--- src/rtl/stream_check_pkg.sv ---
// Shared types and constants for the stream checking sink and its ready throttle.
package stream_check_pkg;

  typedef enum logic [1:0] {
    READY_ALWAYS = 2'd0,
    READY_NEVER  = 2'd1,
    READY_LFSR   = 2'd2,
    READY_DUTY   = 2'd3
  } ready_mode_e;

  typedef enum logic [1:0] {
    IDLE = 2'd0,
    RUN  = 2'd1,
    DONE = 2'd2
  } state_e;

  localparam logic [15:0] LFSR_POLY         = 16'hB400;
  localparam logic [15:0] LFSR_DEFAULT_SEED = 16'hACE1;

  // One step of the right-shifting Galois LFSR.
  function automatic logic [15:0] lfsr_step(input logic [15:0] s);
    return {1'b0, s[15:1]} ^ (s[0] ? LFSR_POLY : 16'h0000);
  endfunction

endpackage

--- src/rtl/stream_check_sink_ready_throttle.sv ---
// Backpressure pattern generator: produces the next value of the sink's registered ready.
module ready_throttle
  import stream_check_pkg::*;
(
  input  logic        i_clock,
  input  logic        i_reset,
  input  logic        i_enable,
  input  logic        i_load,
  input  ready_mode_e i_mode,
  input  logic [7:0]  i_on,
  input  logic [7:0]  i_off,
  input  logic [15:0] i_seed,
  output logic        o_ready_next
);

  logic [15:0] lfsr_q, lfsr_d, lfsr_cur;
  logic [8:0]  duty_q, duty_d, duty_cur, period;
  logic [7:0]  on_eff;
  logic        duty_ready;

  // A load presents the freshly seeded state so the start edge already uses the new pattern.
  always_comb begin
    // NOTE: every combinational output gets a default first so no latch is inferred.
    lfsr_d     = lfsr_q;
    duty_d     = duty_q;
    on_eff     = (i_on == 8'd0) ? 8'd1 : i_on;
    period     = {1'b0, on_eff} + {1'b0, i_off};
    lfsr_cur   = i_load ? ((i_seed == 16'h0000) ? LFSR_DEFAULT_SEED : i_seed) : lfsr_q;
    duty_cur   = i_load ? 9'd0 : duty_q;
    duty_ready = (i_off == 8'd0) || (duty_cur < {1'b0, on_eff});

    if (i_load || i_enable) begin
      lfsr_d = lfsr_step(lfsr_cur);
      duty_d = (duty_cur + 9'd1 >= period) ? 9'd0 : duty_cur + 9'd1;
    end

    case (i_mode)
      READY_ALWAYS: o_ready_next = 1'b1;
      READY_NEVER:  o_ready_next = 1'b0;
      READY_LFSR:   o_ready_next = lfsr_cur[0];
      READY_DUTY:   o_ready_next = duty_ready;
      default:      o_ready_next = 1'b0;
    endcase
  end

  // NOTE: sequential state uses non-blocking assignments only.
  always_ff @(posedge i_clock or negedge i_reset) begin
    if (!i_reset) begin
      lfsr_q <= LFSR_DEFAULT_SEED;
      duty_q <= 9'd0;
    end else begin
      lfsr_q <= lfsr_d;
      duty_q <= duty_d;
    end
  end

endmodule

--- src/rtl/stream_check_sink.sv ---
// Valid/ready stream consumer that throttles ready, checks an arithmetic data sequence,
// counts beats and mismatches, and flags upstream handshake violations.
module stream_check_sink
  import stream_check_pkg::*;
#(
  parameter int WIDTH     = 16,
  parameter int CNT_WIDTH = 32
) (
  input  logic                 i_clock,
  input  logic                 i_reset,
  input  logic [WIDTH-1:0]     i_in_data,
  input  logic                 i_in_valid,
  output logic                 o_in_ready,
  input  logic                 i_start,
  input  logic [WIDTH-1:0]     i_start_value,
  input  logic [WIDTH-1:0]     i_increment,
  input  logic [CNT_WIDTH-1:0] i_expected_count,
  input  logic [1:0]           i_ready_mode,
  input  logic [7:0]           i_ready_on,
  input  logic [7:0]           i_ready_off,
  input  logic [15:0]          i_lfsr_seed,
  output logic [CNT_WIDTH-1:0] o_beat_count,
  output logic [CNT_WIDTH-1:0] o_err_count,
  output logic                 o_first_err_valid,
  output logic [WIDTH-1:0]     o_first_err_data,
  output logic [WIDTH-1:0]     o_first_err_expected,
  output logic                 o_protocol_err,
  output logic                 o_done,
  output logic                 o_pass
);

  state_e               state_q, state_d;
  logic                 ready_q, ready_d;
  logic [WIDTH-1:0]     expected_q, expected_d;
  logic [CNT_WIDTH-1:0] beat_q, beat_d, err_q, err_d;
  logic                 ferr_valid_q, ferr_valid_d;
  logic [WIDTH-1:0]     ferr_data_q, ferr_data_d, ferr_exp_q, ferr_exp_d;
  logic                 proto_q, proto_d;
  logic                 stall_q, stall_d;
  logic [WIDTH-1:0]     stall_data_q, stall_data_d;
  logic                 thr_ready, accept, final_beat;

  ready_throttle u_throttle (
    .i_clock      (i_clock),
    .i_reset      (i_reset),
    .i_enable     ((state_q == RUN) && !i_start),
    .i_load       (i_start),
    .i_mode       (ready_mode_e'(i_ready_mode)),
    .i_on         (i_ready_on),
    .i_off        (i_ready_off),
    .i_seed       (i_lfsr_seed),
    .o_ready_next (thr_ready)
  );

  always_comb begin
    state_d      = state_q;
    ready_d      = 1'b0;
    expected_d   = expected_q;
    beat_d       = beat_q;
    err_d        = err_q;
    ferr_valid_d = ferr_valid_q;
    ferr_data_d  = ferr_data_q;
    ferr_exp_d   = ferr_exp_q;
    proto_d      = proto_q;
    stall_d      = 1'b0;
    stall_data_d = stall_data_q;

    accept     = (state_q == RUN) && ready_q && i_in_valid && !i_start;
    final_beat = accept && (i_expected_count != '0) &&
                 (beat_q == i_expected_count - CNT_WIDTH'(1));

    if (i_start) begin
      state_d      = RUN;
      ready_d      = thr_ready;
      expected_d   = i_start_value;
      beat_d       = '0;
      err_d        = '0;
      ferr_valid_d = 1'b0;
      ferr_data_d  = '0;
      ferr_exp_d   = '0;
      proto_d      = 1'b0;
    end else if (state_q == RUN) begin
      // Drop ready on the edge that takes the final beat so nothing extra slips in.
      ready_d = final_beat ? 1'b0 : thr_ready;
      if (stall_q && (!i_in_valid || (i_in_data != stall_data_q))) proto_d = 1'b1;
      stall_d      = i_in_valid && !ready_q;
      stall_data_d = i_in_data;

      if (accept) begin
        if (i_in_data != expected_q) begin
          if (err_q != '1) err_d = err_q + CNT_WIDTH'(1);
          if (!ferr_valid_q) begin
            ferr_valid_d = 1'b1;
            ferr_data_d  = i_in_data;
            ferr_exp_d   = expected_q;
          end
        end
        expected_d = expected_q + i_increment;
        if (beat_q != '1) beat_d = beat_q + CNT_WIDTH'(1);
        if (final_beat) state_d = DONE;
      end
    end
  end

  always_ff @(posedge i_clock or negedge i_reset) begin
    if (!i_reset) begin
      state_q      <= IDLE;
      ready_q      <= 1'b0;
      expected_q   <= '0;
      beat_q       <= '0;
      err_q        <= '0;
      ferr_valid_q <= 1'b0;
      ferr_data_q  <= '0;
      ferr_exp_q   <= '0;
      proto_q      <= 1'b0;
      stall_q      <= 1'b0;
      stall_data_q <= '0;
    end else begin
      state_q      <= state_d;
      ready_q      <= ready_d;
      expected_q   <= expected_d;
      beat_q       <= beat_d;
      err_q        <= err_d;
      ferr_valid_q <= ferr_valid_d;
      ferr_data_q  <= ferr_data_d;
      ferr_exp_q   <= ferr_exp_d;
      proto_q      <= proto_d;
      stall_q      <= stall_d;
      stall_data_q <= stall_data_d;
    end
  end

  assign o_in_ready           = ready_q;
  assign o_beat_count         = beat_q;
  assign o_err_count          = err_q;
  assign o_first_err_valid    = ferr_valid_q;
  assign o_first_err_data     = ferr_data_q;
  assign o_first_err_expected = ferr_exp_q;
  assign o_protocol_err       = proto_q;
  assign o_done               = (state_q == DONE);
  assign o_pass               = (state_q == DONE) && !ferr_valid_q && !proto_q &&
                                (beat_q == i_expected_count);

endmodule

--- config.mk ---
export PLATFORM = sky130hd
export DESIGN_NAME = stream_check_sink
export DESIGN_NICKNAME = d
export VERILOG_FILES = /design/src/rtl/stream_check_pkg.sv /design/src/rtl/stream_check_sink_ready_throttle.sv /design/src/rtl/stream_check_sink.sv
export SDC_FILE = /design/constraint.sdc
export NUM_CORES = 1
export LEC_CHECK = 0
export ABC_AREA = 1
export CAP_MARGIN = 0
export CORE_UTILIZATION = 35
export DETAILED_ROUTE_END_ITERATION = 10
export SLEW_MARGIN = 5
export SYNTH_ARGS = -nofsm -noshare
export SYNTH_HDL_FRONTEND = slang
export SYNTH_SLANG_ARGS = --single-unit
--- constraint.sdc ---
create_clock -name i_clock -period 3.7 [get_ports i_clock]
set_clock_uncertainty 0.2 [all_clocks]
set_input_delay 0.74 -clock i_clock [delete_from_list [all_inputs] [get_ports i_clock]]
set_output_delay 0.74 -clock i_clock [all_outputs]
set_load 0.01 [all_outputs]
==> results.yml, run 1 <==
outcome:
  outcome: "completed"
grt:
  grt_first_pass_wirelength_mm: 60.2
  grt_overflow: 0
  grt_usage: 0.228
  grt_max_degree: 79
  antenna_found_initial: 0
  grt_pass1_vias: 11300
final_layout:
  insertedDiodeCount: 0
  syn_to_final_growth_pct: 33.9
  fill_cells: 3262
  layout.nets: 2029
  design_area_mm2: 0.0154
  drive_gt1_frac: 0.105
placed_design:
  numPortBuffers: 218
  pre_cts_ws_ps: -675
  placed_area_mm2: 0.0145
  hpwlAfterDp_mm: 29.2
  gp_congestion: 0.927
floorplan:
  initial_core_util: 0.355
  dieArea_mm2: 0.0336
  pin_count: 219
  die_x_um: 183
  coreArea_mm2: 0.0325
  die_y_um: 183
  floorplan.rows: 66
synthesis:
  synth_top_family_by_area: "simple AND/OR/NAND/NOR gates"
  synthAdderAreaFrac: 0.0513
  ys_seq_area_frac: 0.346
  synth_area_per_cell_um2: 7.23
  synth_mux_area_frac: 0
  netlist_instances: 1592
  synth_compound_area_frac: 0.133
  ys_ff_latch: 159
  synthTopCellsByArea: "dfrtp_1 33%, nand2_1 12%, inv_1 6.1%"
  synth_flop_cell: "dfrtp_1"
  ys_types: 53
  synth_warnings: 0
  synth-edff-count: 0
  synthesis.area_mm2: 0.0115
  yosys.area_share.xor_xnor: 0.0905
  yosysTopAreaCellShare: 0.328
  yosys.area_share.simple: 0.295
  synth_nets: 1756
  synth_top_cell_by_area: "dfrtp_1"
  async_flop_share: 1.00
pwr:
  ir_worst_vdd_mv: 0.296
  power_density_mw_per_mm2: 331
  leakage_nw: 6.60
drt:
  wl_per_cell_um: 16.1
  vias_per_cell: 5.02
  via_count: 11600
  dr.pass1.iters: 7
  ant_nets: 0
  first_iter_violations: 932
  drt_wl_total_mm: 37.5
  drc: 0
clock_network:
  clock_latency_ps: 440
  cts_max_level: 4
  holdBufCountCts: 0
  cts_sinks: 159
  cts_buffers: 17
  clk_path_buf_depth: 2
  cts_tree: "built"
  root_buffer: "clkbuf_16"
  clkTransAtPathRegs_ps: 60
sta:
  fmax_mhz: 280
  tns_ps: 0
  relSlewSlack: 0.314
  finalMaxSlewViolations: 0
  setup_viol_count_final: 0
  hold_viol_final: 0
  finalWorstSetupSlack_ps: 135
  tightest_slew_ps: 1030
  final.min_clock_period_ps: 3570
  period_share: 0.964
setup_path:
  r2r_start: "u_throttle.duty_q[0]"
  rr_endpoint: "u_throttle.duty_q[2]"
  critPathCaptureType: "flop"
  worstSetupPathType: "in -> reg"
  crit_fanout: 3
  arrival_ps: 3710
  required_ps: 3840
  start_kind: "input port"
  reg2reg_depth: 15
  r2r_slack_ps: 600
job:
  cap_violations: 0
worst_hold_path:
  hp-class: "in -> async"
cells in the mapped netlist, drive strengths merged, types with 4 or more instances:
master	number
a21oi	49
a22oi	7
a31oi	4
buf	26
clkbuf	25
dfrtp	151
dfstp	8
ha	44
inv	194
nand2	383
nand3	101
nand3b	4
nand4	26
nor2	174
nor3	54
nor4	23
o211ai	14
o21ai	98
o21bai	9
o221ai	6
o22ai	6
o31ai	48
xnor2	52
xor2	67
cell type report:
| type | instances | area (µm²) | share of cell area |
|---|---|---|---|
| clock buffer | 22 | 464 | 0.0301 |
| clock inverter | 10 | 161 | 0.0105 |
| inverter | 195 | 734 | 0.0476 |
| multi-input combinational | 1187 | 6690 | 0.434 |
| sequential | 159 | 3990 | 0.259 |
| tap | 442 | 553 | 0.0359 |
| timing repair buffer | 305 | 2840 | 0.184 |
registers in the layout, summed over array words and instances, names as in the netlist, 2 cells and up:
signal                cells
o_beat_count             32
expected_q               16
o_err_count              32
u_throttle.lfsr_q        16
o_first_err_expected     16
state_q                   2
o_first_err_data         16
u_throttle.duty_q         9
stall_data_q             16
power breakdown:
group | internal, W | switching [W] | leakage [nW]
Clock | 0.00117 | 0.000736 | 0.297
Combinational | 0.000568 | 0.000652 | 4.24
Sequential | 0.00188 | 0.000113 | 2.06
kinds of logic after synthesis:
group | count (synthesis)
AND/OR/NAND/NOR | 771
flip-flops | 159
adder cells (fa/ha/maj) | 46
AO/OA/AOI/OAI | 251
XOR/XNOR | 119
buffers and inverters | 246
layout by cell type (no fill, tap or decap), types with 5 or more instances in the layout:
cell             Yosys  routed
buf_4                0      86
xor2_1              67      67
clkdlybuf4s50_1      0     207
nor3_1              46      46
nand3_2              5      10
o22ai_1              6       6
nand4_1             26      26
nor2_1             165     165
nor2_4               5       5
nand2_1            376     376
ha_1                44      42
o21ai_0             87      81
xnor2_1             52      50
o21ai_1             11      16
nor3_2               8       8
o211ai_1            14      14
inv_1              187     179
o221ai_1             6       6
nand3_1             96      91
o21bai_1             9       8
nand2_2              6       6
clkbuf_16            0      17
o31ai_1             48      48
inv_2                7      14
a22oi_1              7       7
nor4_1              21      21
dfstp_2              8       8
a21oi_1             48      44
dfrtp_1            151     151
how the worst max path moves through the flow:
stage	start	end	slack [ps]
floorplan	i_start	u_throttle.duty_q[8]	10
global placement	i_ready_on[7]	u_throttle.duty_q[8]	-650
detailed placement	i_ready_on[2]	u_throttle.duty_q[5]	-680
CTS	i_expected_count[2]	o_pass	20
global route	i_ready_on[7]	u_throttle.duty_q[2]	-40
finish	i_ready_on[7]	u_throttle.duty_q[2]	130
through the flow:
step / util / total power (W) / cells / hold slack [ps]
floorplan: - / 0.00263 / 1592 / 244
global placement: 0.448 / 0.00319 / 2270 / 275
detailed placement: 0.448 / 0.00320 / 2270 / 283
CTS: 0.472 / 0.00514 / 2317 / 79.6
global route: 0.475 / 0.00540 / 2320 / 100
finish: 0.475 / 0.00511 / 2320 / 65.2
worst max-delay path, cell delays in order:
cell and delay (ps):
clkdlybuf4s15_1 190, inv_2 80, nand3_2 110, o21bai_4 190, ha_4 150, inv_2 30
fa_2 360, o21ai_4 190, a21oi_2 70, o21bai_1 170, buf_4 150, xnor2_2 50
ha_1 340, a21oi_2 150, o21ai_1 80, a21oi_1 140, nand3_2 130, buf_6 140
o32ai_4 250
metal layers:
metal | wire length, µm | share of wire | up-vias | GRT usage
li1 | - | - | 5815 | -
met1 | 17600 | 0.47 | 5474 | 0.311
met2 | 17300 | 0.46 | 303 | 0.367
met3 | 1750 | 0.047 | 54 | 0.0361
met4 | 801 | 0.021 | 0 | 0.0697
met5 | 0 | 0 | - | 0
timing repair:
action | 4_1_cts | 5_1_grt
cloned | 0 | 0
pin swaps | 10 | 13
hold endpoints to repair | 0 | 0
buffers inserted | 15 | 3
endpoints found under the setup margin | 10 | 10
resized for setup | 22 | 36
Note: power is estimated with default switching activity, not from simulation.
==> run 2, diff against run 1 <==
==> constraint.sdc (replaced) <==
create_clock -name i_clock -period 4.1 [get_ports i_clock]
set_clock_uncertainty 0.2 [all_clocks]
set_input_delay 0.82 -clock i_clock [delete_from_list [all_inputs] [get_ports i_clock]]
set_output_delay 0.82 -clock i_clock [all_outputs]
set_load 0.01 [all_outputs]
==> run 2 against run 1 <==
Critical path depth is the same. Global-route usage down 0.71 points. Routed wire length down 2.2%. First-iteration DRC count is 3.9% lower. Design area shrank 3.5%. Die area stayed put. Non-clock buffer count down 56. Via count shrank 2.3%. Cell count is 2.4% lower. Count of clock-buffer cells in the layout is 5 lower. Clock power is 12% lower. Critical endpoint unchanged. Largest power group unchanged. Highest routed layer unchanged.
==> results.yml, run 2 (same netlist as run 1, synthesis figures left out) <==
setup_path:
  arrival_ps: 4050
  crit_fanout: 3
  start_kind: "input port"
  critPathCaptureType: "flop"
  required_ps: 4250
  worstSetupPathType: "in -> reg"
final_layout:
  syn_to_final_growth_pct: 29.2
  layout.nets: 1973
  mostFrequentLayoutCells: "376 x nand2_1, 216 x clkdlybuf4s50_1, 186 x inv_1, 165 x nor2_1, 151 x dfrtp_1"
  layout_commonest_cell: "nand2_1"
  insertedDiodeCount: 0
  drive_gt1_frac: 0.0637
sta:
  fmax_mhz: 256
  finalMaxSlewViolations: 0
  setup_viol_count_final: 0
  relSlewSlack: 0.531
  final.min_clock_period_ps: 3900
  finalWorstSetupSlack_ps: 200
  tns_ps: 0
  hold_viol_final: 0
  rsz0062_at_grt: "no"
  period_share: 0.951
  tightest_slew_ps: 704
pwr:
  p_total_w: 0.00450
  seq_power_share: 0.398
  leakage_nw: 6.28
  comb_power_share: 0.229
  pwr-share-clk: 0.372
  internal-power_w: 0.00304
  swShare: 0.325
  ir_worst_vdd_mv: 0.265
  power_switching_w: 0.00146
  power_density_mw_per_mm2: 302
drt:
  drc: 0
  wl_per_cell_um: 16.2
  drt_wl_total_mm: 36.6
  vias_per_cell: 5.03
  via_count: 11400
  first_iter_violations: 896
  ant_nets: 0
  dr.pass1.iters: 5
clock_network:
  postCtsSetupBuffers: 0
  clk_path_buf_depth: 2
  cts_max_level: 4
  holdBufCountCts: 0
  root_buffer: "clkbuf_16"
  clkTransAtPathRegs_ps: 80
  cts-resized-gates: 0
  cts_tree: "built"
  clock_latency_ps: 440
  cts_sinks: 159
  cts_buffers: 17
floorplan:
  pin_count: 219
  initial_core_util: 0.355
  die_y_um: 183
  coreArea_mm2: 0.0325
  dieArea_mm2: 0.0336
  die_x_um: 183
  floorplan.rows: 66
placed_design:
  gp_congestion: 0.922
  hpwlAfterDp_mm: 28.5
  numPortBuffers: 218
  pre_cts_ws_ps: -382
worst_hold_path:
  hp-class: "in -> async"
job:
  cap_violations: 0
grt:
  grt_usage: 0.220
  grt_overflow: 0
  grt_max_degree: 73
  grt_first_pass_wirelength_mm: 58.7
  antenna_found_initial: 0
  grt_pass1_vias: 11100
outcome:
  outcome: "completed"
run 2: cell count changes in the layout (fill, tap and decap cells not counted), sizes merged, moves of 3 or more:
| cell | previous run | this run |
|---|---|---|
| clkbuf | 26 | 17 |
| bufinv | 4 | 1 |
| clkdlybuf4s50 | 207 | 216 |
| inv | 195 | 204 |
| clkdlybuf4s15 | 3 | 0 |
| buf | 89 | 33 |
run 2: worst paths after layout:
check,from,endpoint,slack [ps],cells past startpoint
max,i_ready_on[5],u_throttle.duty_q[2],200,19
min reg2reg,u_throttle.lfsr_q[15],u_throttle.lfsr_q[15],290,2
min in group i_clock,u_throttle.lfsr_q[15],u_throttle.lfsr_q[15],290,2
min,i_reset,o_err_count[18],200,1
max in group asynchronous,i_reset,u_throttle.lfsr_q[11],2670,2
max reg2reg,u_throttle.duty_q[0],u_throttle.duty_q[2],900,15
run 2: routing by layer:
metal  wire [µm]  vias to the layer above  global-route usage
met2       17000                      304               0.361
met1       17400                     5344               0.303
met3        1790                       30              0.0375
met5           0                        -                   0
li1            -                     5700                   -
met4         426                        0              0.0480
run 2: final cells by class:
type,count,area [µm²]
inverters,195,732
repair buffers,249,2440
fillers,3276,17600
clock buffers,17,425
well taps,442,553
flip-flops and latches,159,3990
multi-input cells,1187,6560
clock inverters,15,184
run 2: through the flow:
stage / utilization / hold slack, ps / area (µm²) / std cells
2_1_floorplan: - / 260 / 11500 / 1592
3_3_place_gp: 0.440 / 270 / 14300 / 2232
3_5_place_dp: 0.440 / 276 / 14300 / 2232
4_1_cts: 0.458 / 232 / 14900 / 2264
5_1_grt: 0.459 / 241 / 14900 / 2264
6_report: 0.459 / 199 / 14900 / 2264
run 2: critical path, stage by stage:
cell	delay [ps]
clkdlybuf4s50_1	430
inv_1	90
nand4_1	90
o21bai_1	190
ha_1	200
inv_1	60
fa_1	400
o21ai_2	180
a21oi_1	80
o21bai_1	150
buf_4	130
xnor2_1	120
ha_1	280
a21oi_1	130
o21ai_0	90
a21oi_1	130
nand3_1	120
buf_4	150
o32ai_1	200
run 2: power by group through the flow:
stage,registers (W),logic [W],clock network (W)
5_1_grt,0.00181,0.00116,0.00179
2_1_floorplan,0.00182,0.000557,0
4_1_cts,0.00179,0.00104,0.00172
3_3_place_gp,0.00182,0.00102,0
6_report,0.00179,0.00103,0.00167
3_5_place_dp,0.00182,0.00103,0
